$ cat src/rtl/victim_alloc_ctrl_if.sv
// victim_alloc_ctrl_if
// Bundles the handshake between the L2 miss path, the allocation controller
// and the writeback/tag-update logic.
// - The slave modport is the controller's view.
// - The master modport is the view of the surrounding logic, which drives
//   requests and set state.
// The ASSOC_LV2 / ASSOC_WID_LV2 / MESI_WID_LV2 macros fall back to a 4-way
// set with 2-bit MESI states when the build does not define them.

`ifndef ASSOC_LV2
`define ASSOC_LV2 4
`endif
`ifndef ASSOC_WID_LV2
`define ASSOC_WID_LV2 2
`endif
`ifndef MESI_WID_LV2
`define MESI_WID_LV2 2
`endif

interface victim_alloc_ctrl_if #(
   parameter int ASSOC     = `ASSOC_LV2,
   parameter int ASSOC_WID = `ASSOC_WID_LV2,
   parameter int MESI_WID  = `MESI_WID_LV2
);

   // Requester side
   logic                      alloc_req;
   logic                      blk_hit_proc;
   logic [ASSOC*MESI_WID-1:0] cache_proc_mesi;
   logic [ASSOC_WID-1:0]      lru_blk_num;
   logic                      alloc_gnt;
   logic [ASSOC_WID-1:0]      alloc_blk_num;
   logic                      busy;

   // Writeback / tag-update side
   logic                      wb_req;
   logic [ASSOC_WID-1:0]      wb_blk_num;
   logic                      wb_ack;
   logic                      inv_req;
   logic [ASSOC_WID-1:0]      inv_blk_num;

   modport master (
      output alloc_req,
      output blk_hit_proc,
      output cache_proc_mesi,
      output lru_blk_num,
      output wb_ack,
      input  busy,
      input  wb_req,
      input  wb_blk_num,
      input  inv_req,
      input  inv_blk_num,
      input  alloc_gnt,
      input  alloc_blk_num
   );

   modport slave (
      input  alloc_req,
      input  blk_hit_proc,
      input  cache_proc_mesi,
      input  lru_blk_num,
      input  wb_ack,
      output busy,
      output wb_req,
      output wb_blk_num,
      output inv_req,
      output inv_blk_num,
      output alloc_gnt,
      output alloc_blk_num
   );

endinterface

$ cat src/rtl/victim_alloc_ctrl.sv
// victim_alloc_ctrl
// Hands out an allocation way in one L2 set after a processor miss.
// - An INVALID way is granted directly.
// - Otherwise a victim is chosen. A MODIFIED victim is written back first,
//   then the victim is invalidated and granted.
// - All outputs come straight from flops.
// Optional feature: define ALLOC_RR_VICTIM_EN to take victims from an internal
// round-robin pointer instead of lru_blk_num.
// ASSOC must be a power of two, so the way-index arithmetic wraps naturally.

`ifndef ASSOC_LV2
`define ASSOC_LV2 4
`endif
`ifndef ASSOC_WID_LV2
`define ASSOC_WID_LV2 2
`endif
`ifndef MESI_WID_LV2
`define MESI_WID_LV2 2
`endif

module victim_alloc_ctrl #(
   parameter int                  ASSOC     = `ASSOC_LV2,
   parameter int                  ASSOC_WID = `ASSOC_WID_LV2,
   parameter int                  MESI_WID  = `MESI_WID_LV2,
   parameter logic [MESI_WID-1:0] INVALID   = MESI_WID'(0),
   parameter logic [MESI_WID-1:0] MODIFIED  = MESI_WID'(3)
) (
   input logic                clk,
   input logic                rst_n,
   victim_alloc_ctrl_if.slave bus
);

   typedef enum logic [1:0] {
      IDLE  = 2'd0,
      WB    = 2'd1,
      INV   = 2'd2,
      GRANT = 2'd3
   } state_t;

   state_t               state_q, state_d;
   logic [ASSOC_WID-1:0] way_q, way_d;

   logic                 busy_q, busy_d;
   logic                 wb_req_q, wb_req_d;
   logic                 inv_req_q, inv_req_d;
   logic                 alloc_gnt_q, alloc_gnt_d;
   logic [ASSOC_WID-1:0] wb_blk_num_q, wb_blk_num_d;
   logic [ASSOC_WID-1:0] inv_blk_num_q, inv_blk_num_d;
   logic [ASSOC_WID-1:0] alloc_blk_num_q, alloc_blk_num_d;

   logic [MESI_WID-1:0]  way_mesi [ASSOC];
   logic                 free_found;
   logic [ASSOC_WID-1:0] free_way;
   logic [ASSOC_WID-1:0] victim_way;
   logic                 victim_dirty;

   // Split the flat set state into ways and find the highest-index INVALID way
   always_comb begin
      free_found = 1'b0;
      free_way   = '0;
      for (int i = 0; i < ASSOC; i++) begin
         way_mesi[i] = bus.cache_proc_mesi[i*MESI_WID +: MESI_WID];
         if (way_mesi[i] == INVALID) begin
            free_found = 1'b1;
            free_way   = ASSOC_WID'(i);
         end
      end
   end

`ifdef ALLOC_RR_VICTIM_EN
   logic [ASSOC_WID-1:0] rr_q;

   // Round-robin victim pointer, advanced once per invalidation
   always_ff @(posedge clk) begin
      if (!rst_n) begin
         rr_q <= '0;
      end else if (inv_req_q) begin
         rr_q <= rr_q + ASSOC_WID'(1);
      end
   end

   assign victim_way = rr_q;
`else
   assign victim_way = bus.lru_blk_num;
`endif

   assign victim_dirty = (way_mesi[victim_way] == MODIFIED);

   // Next-state decision and next values of the registered outputs
   always_comb begin
      state_d = state_q;
      way_d   = way_q;

      case (state_q)
         IDLE: begin
            if (bus.alloc_req && !bus.blk_hit_proc) begin
               if (free_found) begin
                  way_d   = free_way;
                  state_d = GRANT;
               end else begin
                  way_d   = victim_way;
                  state_d = victim_dirty ? WB : INV;
               end
            end
         end
         WB: begin
            if (bus.wb_ack) begin
               state_d = INV;
            end
         end
         INV: begin
            state_d = GRANT;
         end
         GRANT: begin
            state_d = IDLE;
         end
         default: begin
            state_d = IDLE;
         end
      endcase

      busy_d          = (state_d != IDLE);
      wb_req_d        = (state_d == WB);
      inv_req_d       = (state_d == INV);
      alloc_gnt_d     = (state_d == GRANT);
      wb_blk_num_d    = way_d;
      inv_blk_num_d   = way_d;
      alloc_blk_num_d = way_d;
   end

   // State, latched way and output registers; reset aborts any sequence
   always_ff @(posedge clk) begin
      if (!rst_n) begin
         state_q         <= IDLE;
         way_q           <= '0;
         busy_q          <= 1'b0;
         wb_req_q        <= 1'b0;
         inv_req_q       <= 1'b0;
         alloc_gnt_q     <= 1'b0;
         wb_blk_num_q    <= '0;
         inv_blk_num_q   <= '0;
         alloc_blk_num_q <= '0;
      end else begin
         state_q         <= state_d;
         way_q           <= way_d;
         busy_q          <= busy_d;
         wb_req_q        <= wb_req_d;
         inv_req_q       <= inv_req_d;
         alloc_gnt_q     <= alloc_gnt_d;
         wb_blk_num_q    <= wb_blk_num_d;
         inv_blk_num_q   <= inv_blk_num_d;
         alloc_blk_num_q <= alloc_blk_num_d;
      end
   end

   assign bus.busy          = busy_q;
   assign bus.wb_req        = wb_req_q;
   assign bus.inv_req       = inv_req_q;
   assign bus.alloc_gnt     = alloc_gnt_q;
   assign bus.wb_blk_num    = wb_blk_num_q;
   assign bus.inv_blk_num   = inv_blk_num_q;
   assign bus.alloc_blk_num = alloc_blk_num_q;

endmodule

$ cat src/flat_wrapper.sv
// flat-port wrapper written by rule: the top's interface ports become plain ports
module victim_alloc_ctrl_flat 
#(
   parameter int                  ASSOC     = `ASSOC_LV2,
   parameter int                  ASSOC_WID = `ASSOC_WID_LV2,
   parameter int                  MESI_WID  = `MESI_WID_LV2,
   parameter logic [MESI_WID-1:0] INVALID   = MESI_WID'(0),
   parameter logic [MESI_WID-1:0] MODIFIED  = MESI_WID'(3)
)
  (clk, rst_n, bus_alloc_req, bus_blk_hit_proc, bus_cache_proc_mesi, bus_lru_blk_num, bus_wb_ack, bus_busy, bus_wb_req, bus_wb_blk_num, bus_inv_req, bus_inv_blk_num, bus_alloc_gnt, bus_alloc_blk_num);
  victim_alloc_ctrl_if #(.ASSOC(ASSOC), .ASSOC_WID(ASSOC_WID), .MESI_WID(MESI_WID)) bus_i ();
  input logic clk;
  input logic rst_n;
  input wire logic [$bits(bus_i.alloc_req)-1:0] bus_alloc_req;
  input wire logic [$bits(bus_i.blk_hit_proc)-1:0] bus_blk_hit_proc;
  input wire logic [$bits(bus_i.cache_proc_mesi)-1:0] bus_cache_proc_mesi;
  input wire logic [$bits(bus_i.lru_blk_num)-1:0] bus_lru_blk_num;
  input wire logic [$bits(bus_i.wb_ack)-1:0] bus_wb_ack;
  output wire logic [$bits(bus_i.busy)-1:0] bus_busy;
  output wire logic [$bits(bus_i.wb_req)-1:0] bus_wb_req;
  output wire logic [$bits(bus_i.wb_blk_num)-1:0] bus_wb_blk_num;
  output wire logic [$bits(bus_i.inv_req)-1:0] bus_inv_req;
  output wire logic [$bits(bus_i.inv_blk_num)-1:0] bus_inv_blk_num;
  output wire logic [$bits(bus_i.alloc_gnt)-1:0] bus_alloc_gnt;
  output wire logic [$bits(bus_i.alloc_blk_num)-1:0] bus_alloc_blk_num;
  assign bus_i.alloc_req = bus_alloc_req;
  assign bus_i.blk_hit_proc = bus_blk_hit_proc;
  assign bus_i.cache_proc_mesi = bus_cache_proc_mesi;
  assign bus_i.lru_blk_num = bus_lru_blk_num;
  assign bus_i.wb_ack = bus_wb_ack;
  assign bus_busy = bus_i.busy;
  assign bus_wb_req = bus_i.wb_req;
  assign bus_wb_blk_num = bus_i.wb_blk_num;
  assign bus_inv_req = bus_i.inv_req;
  assign bus_inv_blk_num = bus_i.inv_blk_num;
  assign bus_alloc_gnt = bus_i.alloc_gnt;
  assign bus_alloc_blk_num = bus_i.alloc_blk_num;
  victim_alloc_ctrl #(.ASSOC(ASSOC), .ASSOC_WID(ASSOC_WID), .MESI_WID(MESI_WID), .INVALID(INVALID), .MODIFIED(MODIFIED)) u_core (.clk(clk), .rst_n(rst_n), .bus(bus_i));
endmodule
$ cat config.mk
export PLATFORM = sky130hd
export DESIGN_NAME = victim_alloc_ctrl_flat
export DESIGN_NICKNAME = d
export VERILOG_FILES = /design/src/rtl/victim_alloc_ctrl_if.sv /design/src/rtl/victim_alloc_ctrl.sv /design/src/flat_wrapper.sv
export SDC_FILE = /design/constraint.sdc
export NUM_CORES = 1
export LEC_CHECK = 0
export ABC_AREA = 1
export BUFFER_PORTS_ARGS = -buffer_cell sky130_fd_sc_hd__buf_4
export CAP_MARGIN = 15
export CORE_AREA = 5 5 42 44
export CTS_CLUSTER_DIAMETER = 100
export CTS_CLUSTER_SIZE = 16
export DETAILED_ROUTE_END_ITERATION = 8
export DIE_AREA = 0 0 47 49
export SETUP_SLACK_MARGIN = 0.02
export SLEW_MARGIN = 40
export SYNTH_ARGS = -nofsm -noshare
export SYNTH_HDL_FRONTEND = slang
export SYNTH_SLANG_ARGS = --single-unit
export TNS_END_PERCENT = 10
$ cat constraint.sdc
create_clock -name clk -period 1.8 [get_ports clk]
set_input_delay 0.36 -clock clk [delete_from_list [all_inputs] [get_ports clk]]
set_output_delay 0.36 -clock clk [all_outputs]
set_load 0.03 [all_outputs]
==> impl_results.html <==
<table>
<tr><th>Metric</th><th>Value</th></tr>
<tr><th colspan="2">Setup path</th></tr>
<tr><td>Data arrival time of the critical path</td><td>790 ps</td></tr>
<tr><td>Worst path top cell family by delay</td><td>flip-flops</td></tr>
<tr><td>Slowest CP cell</td><td>dfxtp_1</td></tr>
<tr><td>Reg2reg path depth</td><td>7</td></tr>
<tr><td>CP cell instances</td><td>buf_4</td></tr>
<tr><td>CP max FO</td><td>4</td></tr>
<tr><td>CP required</td><td>1440 ps</td></tr>
<tr><td>Crit path largest cell delay</td><td>360 ps</td></tr>
<tr><td>Number of cells on the critical path</td><td>1</td></tr>
<tr><td>Crit Path Class</td><td>reg2out</td></tr>
<tr><td>Buf/Inv on CP</td><td>1</td></tr>
<tr><td>Nature of the critical path endpoint</td><td>output pin</td></tr>
<tr><td>Startpoint types</td><td>register</td></tr>
<tr><th colspan="2">Drt</th></tr>
<tr><td>DRC errors left</td><td>0</td></tr>
<tr><td>DRT iter0 DRCs</td><td>0</td></tr>
<tr><td>Detail Route Antenna Nets</td><td>0</td></tr>
<tr><td>Via count</td><td>454</td></tr>
<tr><td>Average detailed-routed wire length per instance</td><td>9.13 microns</td></tr>
<tr><td>Detail-routed via count per cell</td><td>4.20</td></tr>
<tr><td>Number of search-and-repair iterations in the first detailed-routing pass</td><td>1</td></tr>
<tr><td>Total Routed Length</td><td>986 microns</td></tr>
<tr><th colspan="2">Timing</th></tr>
<tr><td>Final worst path period need</td><td>1150 ps</td></tr>
<tr><td># setup viols final</td><td>0</td></tr>
<tr><td>Relative max-transition margin</td><td>87.7%</td></tr>
<tr><td>Aggregate negative setup slack</td><td>0 ps</td></tr>
<tr><td>F_max</td><td>869 MHz</td></tr>
<tr><td>Final cycle utilization of the critical path</td><td>63.9%</td></tr>
<tr><td>Hold slack final</td><td>349 ps</td></tr>
<tr><td>Final Max Tran Viols</td><td>0</td></tr>
<tr><td>Unrepaired setup endpoints after global routing</td><td>no</td></tr>
<tr><td>Final worst clock skew</td><td>6.01 ps</td></tr>
<tr><td>Final number of hold-violating endpoints</td><td>0</td></tr>
<tr><td>Slew at the pin with the worst max-slew slack</td><td>182 ps</td></tr>
<tr><th colspan="2">Synth</th></tr>
<tr><td>Net count after synthesis</td><td>84</td></tr>
<tr><td>Area share of the leading cell type in the synthesized netlist</td><td>34.8%</td></tr>
<tr><td>Most numerous cell types in the synthesized netlist</td><td>nand2_1, inv_1, dfxtp_1, nand3_1, nand2_2</td></tr>
<tr><td>Number of synthesized flops with an enable pin</td><td>0</td></tr>
<tr><td>Top post-synthesis cells by area</td><td>dfxtp_1, nand2_1, inv_1</td></tr>
<tr><td>Register area share after synthesis</td><td>34.8%</td></tr>
<tr><td>Post-synth cell types</td><td>12</td></tr>
<tr><td>Yosys warnings</td><td>0</td></tr>
<tr><td>Per-instance average area after synthesis</td><td>6.67 sq um</td></tr>
<tr><td>Mapped Area</td><td>460 sq um</td></tr>
<tr><td>Mapped Cells</td><td>69</td></tr>
<tr><td>Dominant cell type by area after synthesis</td><td>dfxtp_1</td></tr>
<tr><td>Async set or reset register ratio after synthesis</td><td>0%</td></tr>
<tr><td>Cell with the most instances after synthesis</td><td>nand2_1</td></tr>
<tr><td>#FFs+latches synth</td><td>8</td></tr>
<tr><td>Most used DFF post-synth</td><td>dfxtp_1</td></tr>
<tr><th colspan="2">Min path</th></tr>
<tr><td>Worst hold path class</td><td>in2reg</td></tr>
<tr><td>Number of instances on the worst hold path</td><td>3</td></tr>
<tr><th colspan="2">Global routing</th></tr>
<tr><td>Aggregate global routing overflow</td><td>0</td></tr>
<tr><td>Global-route wire length before repair</td><td>1.64 mm</td></tr>
<tr><td>Met1 track utilization from global routing</td><td>10.8%</td></tr>
<tr><td>Number of antenna violations at the first check in global routing</td><td>0</td></tr>
<tr><td>Layer with the highest usage after global routing</td><td>met2</td></tr>
<tr><td>GRT met2 Usage</td><td>15.8%</td></tr>
<tr><td>GR Util met3</td><td>2.21%</td></tr>
<tr><td>Number of global-route vias before repair</td><td>450</td></tr>
<tr><td>Total Routing Usage GR</td><td>9.67%</td></tr>
<tr><td>Largest net degree at the start of global routing</td><td>7</td></tr>
<tr><th colspan="2">CTS</th></tr>
<tr><td>Num Clock Sinks</td><td>8</td></tr>
<tr><td>Clock-pin slew reported for the worst setup and hold paths after clock tree synthesis</td><td>60 ps</td></tr>
<tr><td>Clk buf depth</td><td>2</td></tr>
<tr><td>Clock tree from TritonCTS</td><td>yes</td></tr>
<tr><td>Number of gates resized after cts</td><td>0</td></tr>
<tr><td>Number of levels in the clock H-tree</td><td>1</td></tr>
<tr><td>Setup Buffers After CTS</td><td>0</td></tr>
<tr><td>Clock latency on the worst-skew pair</td><td>250 ps</td></tr>
<tr><td>Clock root buffer master</td><td>clkbuf_4</td></tr>
<tr><td>Cts-stage hold buffer count</td><td>0</td></tr>
<tr><td>TritonCTS Buffers</td><td>3</td></tr>
<tr><th colspan="2">Floorplan</th></tr>
<tr><td>Die Y</td><td>49 microns</td></tr>
<tr><td>Floorplan die area</td><td>2300 sq um</td></tr>
<tr><td>Die boundary width</td><td>47 microns</td></tr>
<tr><td>Initial core utilization</td><td>32.9%</td></tr>
<tr><td>Cell row count</td><td>14</td></tr>
<tr><td>Number of top-level design ports</td><td>25</td></tr>
<tr><td>Floorplan Core Area</td><td>1400 sq um</td></tr>
<tr><th colspan="2">Cells and area</th></tr>
<tr><td>Growth of design area from synthesis to finish</td><td>41.8%</td></tr>
<tr><td>Number of inserted diodes</td><td>0</td></tr>
<tr><td>Ratio of cells with drive above 1 in the final layout</td><td>41.3%</td></tr>
<tr><td>Multi-input gate area in the final layout</td><td>214 sq um</td></tr>
<tr><td>Final nets</td><td>109</td></tr>
<tr><td>Combined flip-flop and latch cell area</td><td>160 sq um</td></tr>
<tr><td>Layout Cell Area excl Fill</td><td>653 sq um</td></tr>
<tr><td>Filler cell count in the final layout</td><td>138</td></tr>
<tr><td>Utilization after layout</td><td>46.6%</td></tr>
<tr><th colspan="2">Placed design</th></tr>
<tr><td>Routability congestion estimate</td><td>0.722</td></tr>
<tr><td># port buffers</td><td>24</td></tr>
<tr><td>Post-detailed-placement half-perimeter wirelength</td><td>827 microns</td></tr>
<tr><td>Post-Place Cell Area</td><td>631 sq um</td></tr>
<tr><th colspan="2">Run status</th></tr>
<tr><td>Outcome</td><td>finished, final reports clean</td></tr>
<tr><th colspan="2">Power and ir drop</th></tr>
<tr><td>IR Drop Worst-Case VDD</td><td>358 uV</td></tr>
<tr><td>Leakage power summed over all cells</td><td>0.373 nW</td></tr>
<tr><td>Power density relative to cell area</td><td>865 nW/um^2</td></tr>
<tr><td>Power, Total</td><td>565 uW</td></tr>
<tr><th colspan="2">Job</th></tr>
<tr><td>Max-cap check violation count</td><td>0</td></tr>
</table>
[area by class of cell]
type | count | share of cell area, %
flip-flops and latches | 8 | 24.5
well taps | 16 | 3.07
inverters | 15 | 8.62
repair buffers | 24 | 27.6
clock buffers | 3 | 3.45
multi-input cells | 42 | 32.8
[registers in the layout (all words and copies together), names as in the netlist]
| name | flops |
|---|---|
| u_core.bus.wb_req | 1 |
| u_core.state_q | 2 |
| u_core.bus.inv_req | 1 |
| u_core.bus.busy | 1 |
| u_core.bus.alloc_gnt | 1 |
| u_core.way_q | 2 |
[path summary, 6_finish.rpt]
path | slack, ps | startpoint | end
hold / removal | 350 | rst_n | u_core.state_q[1]
setup / recovery | 650 | u_core.way_q[0] | bus_alloc_blk_num[0]
hold reg to reg | 590 | u_core.way_q[0] | u_core.way_q[0]
setup reg to reg | 720 | u_core.state_q[1] | u_core.bus.wb_req
[cell families (layout without fill, tap and decap cells)]
| family | Yosys count | in the layout | synth area share [%] |
|---|---|---|---|
| compound gates | 5 | 5 | 7.06 |
| buf+inv | 19 | 42 | 18.8 |
| flops | 8 | 8 | 34.8 |
| simple gates | 37 | 37 | 39.4 |
[power breakdown]
part / total (mW) / internal [mW] / switching, mW
combinational: 0.214 / 0.0849 / 0.129
clock: 0.136 / 0.0762 / 0.0596
sequential: 0.215 / 0.202 / 0.0133
[metrics by stage]
| stage | setup WS, ps | cells |
|---|---|---|
| 2_1_floorplan | 707 | 69 |
| 3_5_place_dp | 583 | 105 |
| 6_report | 649 | 108 |
| 3_3_place_gp | 588 | 105 |
| 4_1_cts | 643 | 108 |
| 5_1_grt | 592 | 108 |
[cells in the final DEF, fill, tap and decap left out]
cell type / synthesis / routed
a41oi_1: 2 / 2
buf_4: 4 / 24
clkbuf_4: 0 / 3
dfxtp_1: 8 / 8
inv_1: 13 / 13
inv_2: 2 / 2
nand2_1: 15 / 15
nand2_2: 6 / 6
nand3_1: 8 / 8
nor2_1: 5 / 5
nor2_2: 1 / 1
nor2_4: 2 / 2
o21ai_0: 3 / 3
[worst register-to-register path: stages, from the launching register on]
cell and delay, ps:
dfxtp_1 340, nor2_2 140, nand2_2 70, nor2_4 130, nand2_1 90, nand2_2 70
nand2_2 70, nor2_1 100
[per-layer routing]
metal | vias up | share of wire (%) | wire length [microns]
li1 | 253 | - | -
met1 | 188 | 40 | 397
met2 | 13 | 54 | 535
met3 | 0 | 5.5 | 54
met4 | 0 | 0 | 0
met5 | - | 0 | 0
Note: power is estimated with default switching activity, not from simulation.
